## config.mk

```make
export PLATFORM = sky130hd
export DESIGN_NAME = mem_stage_ctrl_flat
export DESIGN_NICKNAME = d
export VERILOG_FILES = /design/src/rtl/mem_stage_ctrl_pkg.sv /design/src/rtl/mem_stage_ctrl_if.sv /design/src/rtl/mem_stage_ctrl_mem_wb_mux.sv /design/src/rtl/mem_stage_ctrl.sv /design/src/flat_wrapper.sv
export SDC_FILE = /design/constraint.sdc
export NUM_CORES = 1
export LEC_CHECK = 0
export CORE_MARGIN = 3
export CORE_UTILIZATION = 45
export DETAILED_ROUTE_END_ITERATION = 6
export PLACE_DENSITY_LB_ADDON = 0.3
export SLEW_MARGIN = 10
export SYNTH_ARGS = -nofsm -noshare
export SYNTH_HDL_FRONTEND = slang
export SYNTH_SLANG_ARGS = --single-unit
```

## constraint.sdc

```tcl
create_clock -name clk -period 2.9 [get_ports clk]
set_input_delay 0.29 -clock clk [delete_from_list [all_inputs] [get_ports clk]]
set_output_delay 0.29 -clock clk [all_outputs]
set_load 0.02 [all_outputs]
```

## src/rtl/mem_stage_ctrl_pkg.sv

```systemverilog
// Shared definitions for the MEM pipeline stage controller.
// - wb_src_e : writeback source codes carried in w_Data_S_R_MEM
// - state_e  : memory-access FSM encoding
package mem_stage_ctrl_pkg;

  typedef enum logic [2:0] {
    WB_ALU = 3'd0,
    WB_MEM = 3'd1,
    WB_IMM = 3'd2,
    WB_IN  = 3'd3,
    WB_PC1 = 3'd4
  } wb_src_e;

  typedef enum logic [1:0] {
    IDLE   = 2'd0,
    ACCESS = 2'd1,
    DONE   = 2'd2
  } state_e;

endpackage

```

## src/rtl/mem_stage_ctrl_if.sv

```systemverilog
// Data-memory request/acknowledge bus.
// - mem_req/mem_we/mem_addr/mem_wdata : request, driven by the stage controller
// - mem_ack/mem_rdata                 : one-cycle completion and read data, driven by memory
interface mem_stage_ctrl_if #(
  parameter int DW = 8
) ();

  logic          mem_req;
  logic          mem_we;
  logic [DW-1:0] mem_addr;
  logic [DW-1:0] mem_wdata;
  logic          mem_ack;
  logic [DW-1:0] mem_rdata;

  modport master (
    output mem_req, mem_we, mem_addr, mem_wdata,
    input  mem_ack, mem_rdata
  );

  modport slave (
    input  mem_req, mem_we, mem_addr, mem_wdata,
    output mem_ack, mem_rdata
  );

endinterface

```

## src/rtl/mem_stage_ctrl_mem_wb_mux.sv

```systemverilog
// Combinational writeback-source selector, shared with the forwarding path.
// - src      : writeback source code (wb_src_e); codes 5..7 select zero
// - alu_out, mem_data, imm, input_port, pc_plus1 : candidate sources
// - wb_data  : selected value
module mem_wb_mux
  import mem_stage_ctrl_pkg::*;
#(
  parameter int DW = 8
) (
  input  logic [2:0]    src,
  input  logic [DW-1:0] alu_out,
  input  logic [DW-1:0] mem_data,
  input  logic [DW-1:0] imm,
  input  logic [DW-1:0] input_port,
  input  logic [DW-1:0] pc_plus1,
  output logic [DW-1:0] wb_data
);

  always_comb begin
    // NOTE: default assignment first so no path leaves wb_data unassigned (no latch).
    wb_data = '0;
    case (src)
      WB_ALU:  wb_data = alu_out;
      WB_MEM:  wb_data = mem_data;
      WB_IMM:  wb_data = imm;
      WB_IN:   wb_data = input_port;
      WB_PC1:  wb_data = pc_plus1;
      default: wb_data = '0;
    endcase
  end

endmodule

```

## src/rtl/mem_stage_ctrl.sv

```systemverilog
// MEM pipeline stage: consumes the EX/MEM fields, runs the data-memory access
// over a req/ack handshake, stalls upstream stages while an access is pending,
// and registers the MEM/WB writeback fields and the output port.
// - clk, rst (sync, active-low)
// - *_MEM          : EX/MEM register fields
// - mem            : data-memory bus (master side)
// - stall_mem      : combinational stall to PC, IF/ID, ID/EX, EX/MEM
// - wb_en/addr/data: registered writeback fields
// - out_port       : registered output port
// - mem_err        : sticky access-timeout flag, cleared only by reset
module mem_stage_ctrl
  import mem_stage_ctrl_pkg::*;
#(
  parameter int DW      = 8,
  parameter int TIMEOUT = 15
) (
  input  logic          clk,
  input  logic          rst,
  input  logic [DW-1:0] Imm_MEM,
  input  logic [DW-1:0] Pc_plus1_MEM,
  input  logic [DW-1:0] ALU_out_MEM,
  input  logic [DW-1:0] Sp_MEM,
  input  logic [DW-1:0] reg_rb_MEM,
  input  logic [DW-1:0] input_port_MEM,
  input  logic          w_E_M_MEM,
  input  logic          w_Add_S_M_MEM,
  input  logic          w_Data_S_M_MEM,
  input  logic          Out_E_MEM,
  input  logic          w_E_R_MEM,
  input  logic          w_Add_S_R_MEM,
  input  logic [2:0]    w_Data_S_R_MEM,
  input  logic [1:0]    ra_MEM,
  input  logic [1:0]    rb_MEM,
  mem_stage_ctrl_if.master mem,
  output logic          stall_mem,
  output logic          wb_en,
  output logic [1:0]    wb_addr,
  output logic [DW-1:0] wb_data,
  output logic [DW-1:0] out_port,
  output logic          mem_err
);

  localparam logic [7:0] LAST_WAIT = 8'(TIMEOUT - 1);

  state_e        state;
  logic [7:0]    wait_cnt;
  logic [DW-1:0] rd_buf;
  logic          need_acc;
  logic [DW-1:0] mem_src;
  logic [DW-1:0] wb_sel;

  // A load request also counts as an access; a store wins if both are set.
  assign need_acc  = w_E_M_MEM | (w_E_R_MEM & (w_Data_S_R_MEM == WB_MEM));
  // DONE is the one cycle of a memory instruction that lets the pipeline move.
  assign stall_mem = need_acc & (state != DONE);
  // A store that also asks for a memory writeback reads zero, not store-ack data.
  assign mem_src   = w_E_M_MEM ? '0 : rd_buf;

  mem_wb_mux #(.DW(DW)) u_wb_mux (
    .src        (w_Data_S_R_MEM),
    .alu_out    (ALU_out_MEM),
    .mem_data   (mem_src),
    .imm        (Imm_MEM),
    .input_port (input_port_MEM),
    .pc_plus1   (Pc_plus1_MEM),
    .wb_data    (wb_sel)
  );

  // Access FSM; all mem_* outputs are registered and frozen during ACCESS.
  always_ff @(posedge clk) begin
    if (!rst) begin
      state         <= IDLE;
      wait_cnt      <= '0;
      // NOTE: rd_buf is a single register, not an array, so resetting it is cheap and keeps stale data out of writeback.
      rd_buf        <= '0;
      mem.mem_req   <= 1'b0;
      mem.mem_we    <= 1'b0;
      mem.mem_addr  <= '0;
      mem.mem_wdata <= '0;
      mem_err       <= 1'b0;
    end else begin
      case (state)
        IDLE: begin
          if (need_acc) begin
            // NOTE: non-blocking assignments: every register here updates from pre-edge values.
            state         <= ACCESS;
            mem.mem_req   <= 1'b1;
            mem.mem_we    <= w_E_M_MEM;
            mem.mem_addr  <= w_Add_S_M_MEM  ? Sp_MEM       : ALU_out_MEM;
            mem.mem_wdata <= w_Data_S_M_MEM ? Pc_plus1_MEM : reg_rb_MEM;
          end
        end
        ACCESS: begin
          // An ack on the last allowed cycle still counts as success.
          if (mem.mem_ack) begin
            rd_buf      <= mem.mem_rdata;
            mem.mem_req <= 1'b0;
            state       <= DONE;
          end else begin
            wait_cnt <= wait_cnt + 8'd1;
            if (wait_cnt == LAST_WAIT) begin
              mem.mem_req <= 1'b0;
              mem_err     <= 1'b1;
              rd_buf      <= '0;
              state       <= DONE;
            end
          end
        end
        DONE: begin
          state    <= IDLE;
          wait_cnt <= '0;
        end
        default: state <= IDLE;
      endcase
    end
  end

  // MEM/WB fields advance only on unstalled edges; stalled edges insert a bubble.
  always_ff @(posedge clk) begin
    if (!rst) begin
      wb_en    <= 1'b0;
      wb_addr  <= '0;
      wb_data  <= '0;
      out_port <= '0;
    end else if (!stall_mem) begin
      wb_en   <= w_E_R_MEM;
      wb_addr <= w_Add_S_R_MEM ? rb_MEM : ra_MEM;
      wb_data <= wb_sel;
      if (Out_E_MEM) out_port <= reg_rb_MEM;
    end else begin
      wb_en <= 1'b0;
    end
  end

endmodule

```

## src/flat_wrapper.sv

```systemverilog
// flat-port wrapper written by rule: the top's interface ports become plain ports
module mem_stage_ctrl_flat import mem_stage_ctrl_pkg::*;
#(
  parameter int DW      = 8,
  parameter int TIMEOUT = 15
)
  (clk, rst, Imm_MEM, Pc_plus1_MEM, ALU_out_MEM, Sp_MEM, reg_rb_MEM, input_port_MEM, w_E_M_MEM, w_Add_S_M_MEM, w_Data_S_M_MEM, Out_E_MEM, w_E_R_MEM, w_Add_S_R_MEM, w_Data_S_R_MEM, ra_MEM, rb_MEM, stall_mem, wb_en, wb_addr, wb_data, out_port, mem_err, mem_mem_req, mem_mem_we, mem_mem_addr, mem_mem_wdata, mem_mem_ack, mem_mem_rdata);
  mem_stage_ctrl_if #(.DW(DW)) mem_i ();
  input  logic clk;
  input  logic rst;
  input  logic [DW-1:0] Imm_MEM;
  input  logic [DW-1:0] Pc_plus1_MEM;
  input  logic [DW-1:0] ALU_out_MEM;
  input  logic [DW-1:0] Sp_MEM;
  input  logic [DW-1:0] reg_rb_MEM;
  input  logic [DW-1:0] input_port_MEM;
  input  logic w_E_M_MEM;
  input  logic w_Add_S_M_MEM;
  input  logic w_Data_S_M_MEM;
  input  logic Out_E_MEM;
  input  logic w_E_R_MEM;
  input  logic w_Add_S_R_MEM;
  input  logic [2:0] w_Data_S_R_MEM;
  input  logic [1:0] ra_MEM;
  input  logic [1:0] rb_MEM;
  output logic stall_mem;
  output logic wb_en;
  output logic [1:0] wb_addr;
  output logic [DW-1:0] wb_data;
  output logic [DW-1:0] out_port;
  output logic mem_err;
  output wire logic [$bits(mem_i.mem_req)-1:0] mem_mem_req;
  output wire logic [$bits(mem_i.mem_we)-1:0] mem_mem_we;
  output wire logic [$bits(mem_i.mem_addr)-1:0] mem_mem_addr;
  output wire logic [$bits(mem_i.mem_wdata)-1:0] mem_mem_wdata;
  input wire logic [$bits(mem_i.mem_ack)-1:0] mem_mem_ack;
  input wire logic [$bits(mem_i.mem_rdata)-1:0] mem_mem_rdata;
  assign mem_mem_req = mem_i.mem_req;
  assign mem_mem_we = mem_i.mem_we;
  assign mem_mem_addr = mem_i.mem_addr;
  assign mem_mem_wdata = mem_i.mem_wdata;
  assign mem_i.mem_ack = mem_mem_ack;
  assign mem_i.mem_rdata = mem_mem_rdata;
  mem_stage_ctrl #(.DW(DW), .TIMEOUT(TIMEOUT)) u_core (.clk(clk), .rst(rst), .Imm_MEM(Imm_MEM), .Pc_plus1_MEM(Pc_plus1_MEM), .ALU_out_MEM(ALU_out_MEM), .Sp_MEM(Sp_MEM), .reg_rb_MEM(reg_rb_MEM), .input_port_MEM(input_port_MEM), .w_E_M_MEM(w_E_M_MEM), .w_Add_S_M_MEM(w_Add_S_M_MEM), .w_Data_S_M_MEM(w_Data_S_M_MEM), .Out_E_MEM(Out_E_MEM), .w_E_R_MEM(w_E_R_MEM), .w_Add_S_R_MEM(w_Add_S_R_MEM), .w_Data_S_R_MEM(w_Data_S_R_MEM), .ra_MEM(ra_MEM), .rb_MEM(rb_MEM), .mem(mem_i), .stall_mem(stall_mem), .wb_en(wb_en), .wb_addr(wb_addr), .wb_data(wb_data), .out_port(out_port), .mem_err(mem_err));
endmodule
```

==> impl_metrics.ini <==
[outcome]
status = completed

[power_and_ir_drop]
p_leak_nw = 1.52
peakVddDrop_v = 0.000270
powerDensity_nw_per_um2 = 446
power.total_mw = 1.74
switchingPower_uw = 496
pwr-share-seq = 0.486
switching_share = 0.285
clock_power_share = 0.261
p_int_mw = 1.24
p_comb_frac = 0.253

[clock_network]
clock-sinks = 56
clock_latency_ps = 320
htree_levels = 2
ctsResizeCount = 0
cts_tree = done
cts_buffer_depth = 2
cts.hold.buffers_added = 0
cts_buffers = 5
cts_root_buf = clkbuf_8
post_cts_buffers = 0
path_clk_slew_ps = 100

[critical_path]
crit_family = buffers and inverters
cpMaxStageDelayCell = clkdlybuf4s50_1
path_class = primary input to primary output
critPathMaxFanout = 8
cpPeakStageDelay_ps = 530
end_kind = primary output
cp-start-kind = primary input
path_buf_inv = 3
path_cells = clkdlybuf4s50_1 > and4bb_2 > o21ai_4 > inv_2 > clkdlybuf4s50_1
cp.required_ps = 2610
arrival_ps = 1920
rrSetupSlack_ps = 1140
crit_top_cell = clkdlybuf4s50_1

[detailed_routing]
drc_errors = 0
via_per_inst = 5.46
vias = 2478
routed_wl_um = 7510
antenna_left = 0
drtPass1Iterations = 4
drt_iter0_drc = 70
post_drt_wl_per_cell_um = 16.5

[floorplan]
die_area_sq_um = 6870
die_h_um = 82.9
start_util = 0.475
core-area_sq_um = 5610
rows = 27
io_pins = 111
fp.dieW_um = 82.9

[placement]
hpwlAfterDp_um = 5890
io_buffers = 110
place_inst = 446
gp_congestion = 0.805

[global_route]
grt_pass1_wl_um = 12500
grt_max_degree = 34
grt_pass1_vias = 2573
grt_antenna_before_repair = 0
grt_util_all_layers = 0.221
gr-total-overflow = 0

[sta]
hold_violations = 0
period_needed_ps = 2210
rsz0062_at_grt = false
max-slew-margin-rel = 0.483
skew_ps = 15.5
maxSlewViolCount = 0
worst_slew_pin_slew_ps = 770
fin_crit_sh = 0.762
fin_setup_tns_ps = 0
fmax_mhz = 453
setup-violations-final = 0

[final_layout]
final_util = 0.696
area_growth_pct = 46.7
nNetsFinal = 455
n_fill_cell = 499
drive_gt1_frac = 0.0785
stdcell_count = 454
n_antenna_cell = 0

[synth]
netlist.area_leader.share = 0.421
synth_edf_count = 0
async_flop_share = 0
yosysUniqueCellTypes = 47
synthFlopType = dfxtp_1
ys_seq_elements = 56
synth_largest_area_cell = dfxtp_1
syn_avg_cell_area_sq_um = 9.68
ys_seq_area_frac = 0.421
synthMostInstantiatedCell = dfxtp_1
yosysWarningCount = 0
syn_inst = 275
syn_area_sq_um = 2660
synth.area.top_cells = dfxtp_1 42%, mux2i_1 15%, nor2_1 4.8%, a211oi_2 4.2%, a22o_1 3.0%
synthTopCellsByCount = 56 x dfxtp_1, 40 x mux2i_1, 34 x nor2_1, 20 x nand2_1, 12 x a21oi_1
synth_fp_nets = 349

[worst_hold_path]
hold_class = flop to flop

[run]
drv_cap = 0
==> power by group through the flow <==
stage,Sequential [mW],Combinational [mW],Clock [mW]
floorplan,0.906,0.177,0
global placement,0.862,0.434,0
CTS,0.846,0.444,0.459
detailed placement,0.862,0.442,0
global route,0.853,0.475,0.482
finish,0.846,0.441,0.453
==> through the flow <==
stage	area (sq um)	worst slack (ps)	hold slack [ps]
after floorplan	2660	1450	415
final	3900	692	470
after CTS	3900	687	468
after global placement	3810	719	445
after detailed placement	3810	689	452
after global routing	3900	598	481
==> registers in the layout (all words and copies together), names as in the netlist <==
register,cells
u_core.state,2
u_core.rd_buf,8
u_core.mem.mem_req,1
u_core.out_port,8
u_core.mem.mem_we,1
u_core.mem.mem_wdata,8
u_core.mem_err,1
u_core.wb_en,1
u_core.wb_addr,2
u_core.wb_data,8
u_core.wait_cnt,8
u_core.mem.mem_addr,8
==> cell type report <==
type | instances | area (sq um) | share of cell area
well taps | 72 | 90.1 | 0.0231
repair buffers | 115 | 1140 | 0.292
clock buffers | 7 | 86.3 | 0.0221
flip-flops and latches | 56 | 1120 | 0.287
inverters | 6 | 22.5 | 0.00577
clock inverters | 1 | 7.51 | 0.00192
multi-input cells | 197 | 1440 | 0.368
==> path summary, 6_finish.rpt <==
check / from / end / depth (start not counted)
setup / recovery: w_Data_S_R_MEM[2] / stall_mem / 5
hold / removal: u_core.wb_data[4]$_SDFFE_PN0N_ / u_core.wb_data[4]$_SDFFE_PN0N_ / 1
setup reg to reg: u_core.state[1]$_SDFFE_PN0P_ / u_core.mem.mem_addr[4]$_SDFFE_PN0P_ / 4
hold reg to reg: u_core.wb_data[4]$_SDFFE_PN0N_ / u_core.wb_data[4]$_SDFFE_PN0N_ / 1
==> routing by layer <==
| metal | up-vias | global-route usage | wire [um] |
|---|---|---|---|
| met5 | - | 0 | 0 |
| met4 | 0 | 0.0773 | 197 |
| met3 | 15 | 0.0774 | 557 |
| met2 | 88 | 0.388 | 3830 |
| met1 | 1160 | 0.248 | 2930 |
| li1 | 1215 | - | - |
==> cells by family after synthesis <==
group	after synthesis	share of synthesized area
XOR/XNOR	5	0.0165
AND/OR/NAND/NOR	78	0.143
buffers and inverters	22	0.0385
multiplexers	40	0.150
adder cells (fa/ha/maj)	2	0.00940
flip-flops	56	0.421
AO/OA/AOI/OAI	72	0.221
==> worst reg2reg max path: stages, from the launching register on <==
cell	delay (ps)
dfxtp_1	470
nor2_1	240
o21a_2	630
nor2_1	130
a211oi_2	230
==> cell usage in the layout (no fill, tap or decap), drive strengths merged, types with 2 or more instances in the layout <==
cell / synthesis / routed
a21oi: 12 / 12
o21a: 3 / 3
o22ai: 6 / 6
o22a: 2 / 2
nand3: 3 / 3
inv: 6 / 6
o2111ai: 2 / 2
nor3b: 3 / 3
a211oi: 18 / 18
buf: 10 / 5
nand2b: 3 / 3
nand3b: 2 / 2
nor2: 34 / 34
a22o: 9 / 9
clkbuf: 6 / 7
a2bb2oi: 2 / 2
and2: 2 / 2
a31oi: 2 / 2
dfxtp: 56 / 56
clkdlybuf4s50: 0 / 110
nand2: 21 / 21
o2bb2ai: 8 / 8
nor3: 3 / 3
mux2i: 40 / 40
ha: 2 / 2
xor2: 5 / 5
o211ai: 3 / 3
Power figures use the tool's default switching activity.
